**src/rtl/alu_issue.sv**
```systemverilog
// ID->EX ALU issue stage: decodes an RV32I instruction into ALU control and operands,
// then registers the entry behind a valid/ready handshake with a one-entry skid buffer.
module alu_issue #(
  parameter int unsigned XLEN = 32
) (
  input  logic            clk,
  input  logic            rst,
  input  logic            flush,
  input  logic            in_valid,
  output logic            in_ready,
  input  logic [31:0]     in_instr,
  input  logic [XLEN-1:0] in_pc,
  input  logic [XLEN-1:0] in_rs1_data,
  input  logic [XLEN-1:0] in_rs2_data,
  output logic            out_valid,
  input  logic            out_ready,
  output logic [3:0]      out_alu_ctrl,
  output logic [XLEN-1:0] out_opr1,
  output logic [XLEN-1:0] out_opr2,
  output logic [4:0]      out_rd,
  output logic            out_wb_en,
  output logic            out_illegal,
  output logic [XLEN-1:0] out_pc
);

  typedef struct packed {
    logic [3:0]      ctrl;
    logic [XLEN-1:0] opr1;
    logic [XLEN-1:0] opr2;
    logic [XLEN-1:0] pc;
    logic [4:0]      rd;
    logic            wb_en;
    logic            illegal;
  } entry_t;

  localparam logic [6:0] OpcOp     = 7'b0110011;
  localparam logic [6:0] OpcOpImm  = 7'b0010011;
  localparam logic [6:0] OpcLoad   = 7'b0000011;
  localparam logic [6:0] OpcStore  = 7'b0100011;
  localparam logic [6:0] OpcBranch = 7'b1100011;
  localparam logic [6:0] OpcLui    = 7'b0110111;
  localparam logic [6:0] OpcAuipc  = 7'b0010111;
  localparam logic [6:0] OpcJal    = 7'b1101111;
  localparam logic [6:0] OpcJalr   = 7'b1100111;

  logic [6:0]      opcode, f7;
  logic [2:0]      f3;
  logic [4:0]      rd;
  logic [XLEN-1:0] imm_i, imm_s, imm_u, shamt_i, shamt_r;
  logic            legal, wb;
  entry_t          dec;

  assign opcode  = in_instr[6:0];
  assign rd      = in_instr[11:7];
  assign f3      = in_instr[14:12];
  assign f7      = in_instr[31:25];
  assign imm_i   = {{20{in_instr[31]}}, in_instr[31:20]};
  assign imm_s   = {{20{in_instr[31]}}, in_instr[31:25], in_instr[11:7]};
  assign imm_u   = {in_instr[31:12], 12'b0};
  assign shamt_i = {27'b0, in_instr[24:20]};
  // Register shifts pass only the low five bits: the ALU shifter consumes all of opr2.
  assign shamt_r = {27'b0, in_rs2_data[4:0]};

  always_comb begin
    dec       = '0;
    dec.pc    = in_pc;
    dec.rd    = rd;
    dec.opr1  = in_rs1_data;
    dec.opr2  = in_rs2_data;
    legal     = 1'b1;
    wb        = 1'b0;
    case (opcode)
      OpcOp: begin
        dec.ctrl = {f7[5], f3};
        if (f3 == 3'b001 || f3 == 3'b101) dec.opr2 = shamt_r;
        legal = (f7 == 7'b0000000) ||
                (f7 == 7'b0100000 && (f3 == 3'b000 || f3 == 3'b101));
        wb    = 1'b1;
      end
      OpcOpImm: begin
        dec.ctrl = {1'b0, f3};
        dec.opr2 = imm_i;
        if (f3 == 3'b001) begin
          dec.opr2 = shamt_i;
          legal    = (f7 == 7'b0000000);
        end else if (f3 == 3'b101) begin
          dec.opr2 = shamt_i;
          dec.ctrl = {in_instr[30], 3'b101};
          legal    = (f7 == 7'b0000000) || (f7 == 7'b0100000);
        end
        wb = 1'b1;
      end
      OpcLoad: begin
        dec.opr2 = imm_i;
        wb       = 1'b1;
      end
      OpcStore: dec.opr2 = imm_s;
      OpcBranch: begin
        case (f3)
          3'b000, 3'b001: dec.ctrl = 4'b1000;
          3'b100, 3'b101: dec.ctrl = 4'b0010;
          3'b110, 3'b111: dec.ctrl = 4'b0011;
          default:        legal    = 1'b0;
        endcase
      end
      OpcLui: begin
        dec.opr1 = '0;
        dec.opr2 = imm_u;
        wb       = 1'b1;
      end
      OpcAuipc: begin
        dec.opr1 = in_pc;
        dec.opr2 = imm_u;
        wb       = 1'b1;
      end
      OpcJal, OpcJalr: begin
        dec.opr1 = in_pc;
        dec.opr2 = 32'd4;
        legal    = (opcode == OpcJal) || (f3 == 3'b000);
        wb       = 1'b1;
      end
      default: legal = 1'b0;
    endcase
    dec.wb_en = wb & (rd != 5'd0);
    if (!legal) begin
      dec.ctrl    = 4'b0000;
      dec.opr1    = '0;
      dec.opr2    = '0;
      dec.wb_en   = 1'b0;
      dec.illegal = 1'b1;
    end
  end

  entry_t out_q, out_d, skid_q, skid_d;
  logic   out_valid_q, out_valid_d, skid_valid_q, skid_valid_d;
  logic   in_xfer, out_free;

  assign in_ready = ~rst & ~skid_valid_q;
  assign in_xfer  = in_valid & in_ready;
  assign out_free = ~out_valid_q | out_ready;

  always_comb begin
    out_d        = out_q;
    out_valid_d  = out_valid_q;
    skid_d       = skid_q;
    skid_valid_d = skid_valid_q;
    if (flush) begin
      out_valid_d  = 1'b0;
      skid_valid_d = 1'b0;
    end else if (out_free) begin
      // in_ready is low whenever the skid holds an entry, so the two never collide.
      if (skid_valid_q) begin
        out_d        = skid_q;
        out_valid_d  = 1'b1;
        skid_valid_d = 1'b0;
      end else begin
        out_valid_d = in_xfer;
        if (in_xfer) out_d = dec;
      end
    end else if (in_xfer) begin
      skid_d       = dec;
      skid_valid_d = 1'b1;
    end
  end

  always_ff @(posedge clk) begin
    if (rst) begin
      out_q        <= '0;
      out_valid_q  <= 1'b0;
      skid_q       <= '0;
      skid_valid_q <= 1'b0;
    end else begin
      out_q        <= out_d;
      out_valid_q  <= out_valid_d;
      skid_q       <= skid_d;
      skid_valid_q <= skid_valid_d;
    end
  end

  assign out_valid    = out_valid_q;
  assign out_alu_ctrl = out_q.ctrl;
  assign out_opr1     = out_q.opr1;
  assign out_opr2     = out_q.opr2;
  assign out_rd       = out_q.rd;
  assign out_wb_en    = out_q.wb_en;
  assign out_illegal  = out_q.illegal;
  assign out_pc       = out_q.pc;

endmodule

```
**config.mk**
```make
export PLATFORM = sky130hd
export DESIGN_NAME = alu_issue
export DESIGN_NICKNAME = d
export VERILOG_FILES = /design/src/rtl/alu_issue.sv
export SDC_FILE = /design/constraint.sdc
export NUM_CORES = 1
export LEC_CHECK = 0
export ABC_AREA = 1
export BUFFER_PORTS_ARGS = -buffer_cell sky130_fd_sc_hd__buf_2
export CORE_MARGIN = 2
export CORE_UTILIZATION = 25
export DETAILED_ROUTE_END_ITERATION = 7
export PLACE_DENSITY = 0.5
export SYNTH_ARGS = -nofsm -noshare
export SYNTH_HDL_FRONTEND = slang
export SYNTH_SLANG_ARGS = --single-unit
export TNS_END_PERCENT = 30
```
**constraint.sdc**
```tcl
create_clock -name clk -period 1.6 [get_ports clk]
set_input_delay 0.16 -clock clk [delete_from_list [all_inputs] [get_ports clk]]
set_output_delay 0.16 -clock clk [all_outputs]
set_load 0.02 [all_outputs]
```
-- Word-level counts from Yosys, hierarchy flattened
Cells that the tools add are included.
W data, S select, Z words.
- flip-flop bits (word level): 216
- equality and inequality tests: 15
- multiplexer cells: 19
- bitwise operators: 9
- reduce and logical (&&, ||, !) cells: 23
- operators by type and width (operator ; count):
    $mux W107 ; 2
    $pmux W32 S6 ; 1
    $mux W32 ; 3
    $mux W68 ; 1
    $pmux W32 S2 ; 1
    $eq A7 B6 Y1 const B ; 4
    $pmux W4 S3 ; 2
    $eq A7 B7 Y1 const B ; 3
    $eq A7 B5 Y1 const B ; 2
    $eq A3 B3 Y1 const B ; 4
    $reduce_or A2 Y1 ; 6
    $mux W4 ; 2
    $eq A7 B2 Y1 const B ; 1
    $logic_not A7 Y1 ; 1
    $reduce_or A7 Y1 ; 1
    $reduce_and A3 Y1 ; 2
    $reduce_or A3 Y1 ; 2
    $reduce_or A6 Y1 ; 1
    $logic_or A1 B1 Y1 ; 5
    $mux W1 ; 5
    $not A1 Y1 ; 5
    $pmux W1 S5 ; 1
    $reduce_bool A5 Y1 ; 1
    $reduce_or A4 Y1 ; 1
    7 further kinds ; 9

-- Longest topological paths before layout
- depth after elaboration: 8
- depth in mapped cells: 12
- gate-level depth less buffers: 11

-- Least setup slack after synthesis
OpenSTA, ideal clock, no wires.
- kind: reg2reg
- start: register out_valid_q (netlist: out_valid)
- end: register skid_q[11] (netlist bit)
- library setup time: 0.064 ns
- arrival: 1.563 ns
- data required time: 1.536 ns
- slack: -0.027 ns
- stages on the path, launching flop included: 9
- clock period less this slack: 1.627 ns
- path through: dfxtp_1 -> inv_1 -> nor2_1 -> nand3_1 -> clkinv_1 -> buf_2 -> buf_2 -> nor2_1 -> nor2_1
- cells in the longest elaborated chain, start to end: 4
- ends and longest elaborated chain (element ; RTL line ; text):
    from (decl) ; 135 ; logic out_valid_q, out_valid_d, skid_valid_q, skid_valid_d;
    from (signal assigned) ; 174 ; out_valid_q <= out_valid_d;
    $not A1 Y1 ; 140 ; assign out_free = ~out_valid_q | out_ready;
    $or A1 B1 Y1 ; 140 ;
    $not A1 Y1 (no source line) ; n/a ;
    $reduce_and A3 Y1 (no source line) ; n/a ;
    to (signal assigned) ; 175 ; skid_q <= skid_d;
    to (decl) ; 134 ; entry_t out_q, out_d, skid_q, skid_d;
Every way passes these cells.
A chain may end at the register's enable or synchronous reset.

-- Worst setup path after layout
- start: register skid_valid_q
- end: register out_q, in the netlist out_opr1[31]
- cells in the longest elaborated chain, start to end: 5
- elaborated cells between the ends (all ways): 6
- ends and longest elaborated chain (element ; RTL line ; text):
    from (decl) ; 135 ;
    from (signal assigned) ; 176 ; skid_valid_q <= skid_valid_d;
    $not A1 Y1 ; 138 ; assign in_ready = ~rst & ~skid_valid_q;
    $and A1 B1 Y1 ; 138 ;
    $and A1 B1 Y1 ; 139 ; assign in_xfer = in_valid & in_ready;
    $reduce_bool A2 Y1 (no source line) ; n/a ;
    $reduce_and A3 Y1 (no source line) ; n/a ;
    to (signal assigned) ; 173 ; out_q <= out_d;
    to (decl) ; 134 ;
Parallel ways exist; a longest one is shown, timed or not.

==> impl_metrics.prom <==
# TYPE chip_impl_metric gauge
chip_impl_metric{name="slowest_delay",unit="ns"} 0.35
chip_impl_metric{name="grt_pass1_vias",unit=""} 9990
chip_impl_metric{name="final.min_clock_period",unit="ns"} 1.720
chip_impl_metric{name="grt_util_overall",unit=""} 0.1841
chip_impl_metric{name="preCtsSetupSlack",unit="ns"} -0.1371
chip_impl_info{name="synth_top_area_cells",value="dfxtp_1 44%, a21oi_1 12%, nand2_1 12%, o21ai_0 11%, nand3_1 5.9%"} 1
chip_impl_metric{name="syn-cell-area",unit="sq um"} 9842
chip_impl_info{name="synth_area_leader_cell",value="dfxtp_1"} 1
chip_impl_metric{name="switching_power",unit="mW"} 3.507
chip_impl_info{name="worst_path_most_repeated_cell",value="buf_12"} 1
chip_impl_metric{name="die-area",unit="sq um"} 40970
chip_impl_info{name="clock-root-buffer",value="clkbuf_16"} 1
chip_impl_metric{name="seq_area_frac_synth",unit=""} 0.4394
chip_impl_metric{name="floorplan.io_pins",unit=""} 242
chip_impl_metric{name="cts_buffer_depth",unit=""} 3
chip_impl_metric{name="final-hold-violation-count",unit=""} 0
chip_impl_metric{name="setup_violations",unit=""} 117
chip_impl_metric{name="syn_inst",unit=""} 1422
chip_impl_metric{name="wire_per_inst",unit="microns"} 18.01
chip_impl_info{name="cts_tree",value="done"} 1
chip_impl_metric{name="grt_antenna_before_repair",unit=""} 3
chip_impl_metric{name="htree_num_levels",unit=""} 1
chip_impl_metric{name="detailedPlacementHpwl",unit="microns"} 25110
chip_impl_metric{name="place.gp.congestion",unit=""} 0.8143
chip_impl_metric{name="route.antenna.remaining_nets",unit=""} 0
chip_impl_metric{name="grt_first_pass_wirelength",unit="microns"} 59430
chip_impl_metric{name="power.clock.fraction",unit=""} 0.459
chip_impl_metric{name="seq_power_share",unit=""} 0.416
chip_impl_info{name="synthMostInstantiatedCell",value="nand2_1"} 1
chip_impl_metric{name="synth.ff_latch_count",unit=""} 216
chip_impl_metric{name="drc",unit=""} 0
chip_impl_metric{name="fin_skew",unit="ns"} 0.009316
chip_impl_metric{name="maxSlewHeadroom",unit=""} 0.7552
chip_impl_metric{name="placement_rows",unit=""} 72
chip_impl_metric{name="synthDominantCellAreaShare",unit=""} 0.4394
chip_impl_metric{name="initial_utilization",unit=""} 0.2541
chip_impl_metric{name="drt_iter0_markers",unit=""} 523
chip_impl_info{name="synthTopCellsByCount",value="308 x nand2_1, 232 x a21oi_1, 216 x dfxtp_1"} 1
chip_impl_metric{name="count_of_flip_flops_with_a_built_in_enable_after_synthesis",unit=""} 0
chip_impl_metric{name="design_power_total",unit="mW"} 13.50
chip_impl_metric{name="p_comb_frac",unit=""} 0.125
chip_impl_info{name="hold_path.class",value="input port to register"} 1
chip_impl_metric{name="post_synth_num_cell_types",unit=""} 28
chip_impl_info{name="critical_path.cell_chain",value="nor3b_4 > nor2_4 > nor3_4 > buf_6 > buf_12 > buf_16 > buf_12 > o21ai_1 > a21oi_1"} 1
chip_impl_info{name="synth_flop_cell",value="dfxtp_1"} 1
chip_impl_metric{name="power_leakage",unit="nW"} 6.224
chip_impl_metric{name="syn_nets",unit=""} 1555
chip_impl_metric{name="clkSinkCount",unit=""} 216
chip_impl_metric{name="timing.critical_path.fanout_max",unit=""} 8
chip_impl_metric{name="slew_viols_final",unit=""} 0
chip_impl_metric{name="gr-total-overflow",unit=""} 0
chip_impl_metric{name="drt_pre_antenna_iters",unit=""} 5
chip_impl_metric{name="grt_start_max_net_pins",unit=""} 81
chip_impl_metric{name="critical_path_arrival",unit="ns"} 2.19
chip_impl_metric{name="vdd_ir_drop_max",unit="mV"} 0.6052
chip_impl_metric{name="vias_per_instance",unit=""} 4.804
chip_impl_metric{name="timing.max_cap.violations",unit=""} 0
chip_impl_metric{name="p_int",unit="mW"} 9.994
chip_impl_metric{name="num-nets-final",unit=""} 1862
chip_impl_metric{name="worstPathRequired",unit="ns"} 2.07
chip_impl_metric{name="fp.dieW",unit="microns"} 202.4
chip_impl_metric{name="clkLatencyLatePin",unit="ns"} 0.54
chip_impl_metric{name="post_route_cells_drive_above_1_share",unit=""} 0.2554
chip_impl_metric{name="timing.final.crit_share",unit=""} 1.075
chip_impl_info{name="crit_slowest_cell",value="dfxtp_4"} 1
chip_impl_metric{name="cellPowerDensity",unit="nW/um^2"} 950.3
chip_impl_metric{name="area_growth",unit="%"} 44.34
chip_impl_metric{name="die_height",unit="microns"} 202.4
chip_impl_info{name="endpoint_kind",value="register"} 1
chip_impl_info{name="violations",value="negative setup slack"} 1
chip_impl_info{name="rsz0062_at_grt",value="true"} 1
chip_impl_info{name="status",value="finished with violations"} 1
chip_impl_info{name="crit_type",value="register to register"} 1
chip_impl_metric{name="switching_share",unit=""} 0.2597
chip_impl_metric{name="timing.fmax",unit="MHz"} 581.3
chip_impl_metric{name="postRouteWirelength",unit="microns"} 40810
chip_impl_metric{name="numPortBuffers",unit=""} 241
chip_impl_metric{name="synthesis.yosys.warnings",unit=""} 0
chip_impl_metric{name="postSynthAreaPerCell",unit="sq um"} 6.921
chip_impl_metric{name="async_reset_ff_frac",unit=""} 0
chip_impl_metric{name="core_area",unit="sq um"} 38740
chip_impl_metric{name="fin_ws",unit="ns"} -0.1202
chip_impl_info{name="crit_path_start_kind",value="register"} 1
chip_impl_metric{name="worst_slew_pin_slew",unit="ns"} 0.3672
chip_impl_metric{name="tritoncts.num_buffers",unit=""} 27
chip_impl_metric{name="path_clk_slew",unit="ns"} 0.06
chip_impl_metric{name="via_count",unit=""} 10890
[registers in the layout, summed over array words and instances (netlist names)]
signal / count
skid_q: 107
out_opr1: 32
out_opr2: 32
out_pc: 32
out_rd: 5
out_alu_ctrl: 4
out_illegal: 1
out_valid: 1
out_wb_en: 1
skid_valid_q: 1
[metal layers]
layer | global-route usage | vias to the layer above | share of wire
li1 | - | 5446 | -
met1 | 0.2615 | 5061 | 0.47
met2 | 0.2901 | 324 | 0.45
met3 | 0.02725 | 51 | 0.059
met4 | 0.04979 | 4 | 0.023
met5 | 0 | - | 0.00066
[area by class of cell]
cell class	instances	area, sq um
multi-input combinational	1045	5025
inverter	39	171.4
tap	518	648.1
clock buffer	39	802.0
sequential	216	4328
antenna	2	5.005
clock inverter	7	90.09
timing repair buffer	400	3137
fill	4144	24530
[timing repair]
action,in CTS,in global routing
resized for setup,15,137
endpoints found under the hold margin,104,0
buffers inserted,6,9
gates cloned,4,7
setup endpoints to repair,79,171
pin swaps,0,6
hold buffers,60,0
[placed cells by master (no fill, tap or decap), types with 3 or more instances in the layout]
cell	count
o21ai_0	143
buf_2	240
nand3_4	3
dlygate4sd3_1	59
buf_16	6
a21oi_1	195
nor2_1	113
clkinv_2	3
clkbuf_16	32
nand2_1	308
nand4_1	4
o21ai_2	5
inv_1	29
clkbuf_8	6
inv_2	5
nor2_4	4
dfxtp_1	215
o21ai_1	67
buf_4	54
buf_6	9
clkbuf_1	5
nand2_2	3
a31oi_1	37
a21oi_2	37
nand3_1	116
buf_12	24
[critical path: cells and delay by family, from the launching register on]
kind	cells	cell delay (ns)
buf+inv	4	0.57
simple gates	3	0.54
flops	1	0.35
compound gates	2	0.18
[stage by stage]
stage / TNS (ns) / area, sq um / cells / utilization / hold slack, ns
2_1_floorplan: 0 / 9844 / 1422 / - / 0.2328
3_3_place_gp: -8.336 / 12000 / 2133 / 0.3099 / 0.4052
3_5_place_dp: -9.150 / 12000 / 2133 / 0.3099 / 0.4147
4_1_cts: -0.7236 / 13740 / 2249 / 0.3548 / 0.00008904
5_1_grt: -20.15 / 14200 / 2265 / 0.3667 / 0.01120
6_report: -4.608 / 14210 / 2266 / 0.3667 / 0.02042
[final timing paths]
check / slack [ns] / start / depth (start not counted) / end
setup / recovery: -0.12 / skid_valid_q / 9 / out_opr1[31]
setup reg to reg: -0.12 / skid_valid_q / 9 / out_opr1[31]
hold / removal: 0.02 / in_rs2_data[4] / 5 / skid_q[43]
hold reg to reg: 0.47 / skid_q[3] / 2 / skid_q[3]
[power groups by stage]
stage,clock network (mW),logic [mW],registers (mW)
5_1_grt,6.56,1.84,5.63
4_1_cts,6.35,1.58,5.61
3_5_place_dp,0,1.44,5.72
6_report,6.20,1.69,5.62
2_1_floorplan,0,0.587,5.88
3_3_place_gp,0,1.44,5.73
[cell families (layout without fill, tap and decap cells)]
logic type             Yosys count  after routing  synth area share
and+or+nand+nor                556            556            0.2342
AOI/OAI and AO/OA              489            489            0.2546
buffers and inverters          161            485           0.07183
DFF                            216            216            0.4394
other                            0              2                 0
(Power assumes the default switching activity.)
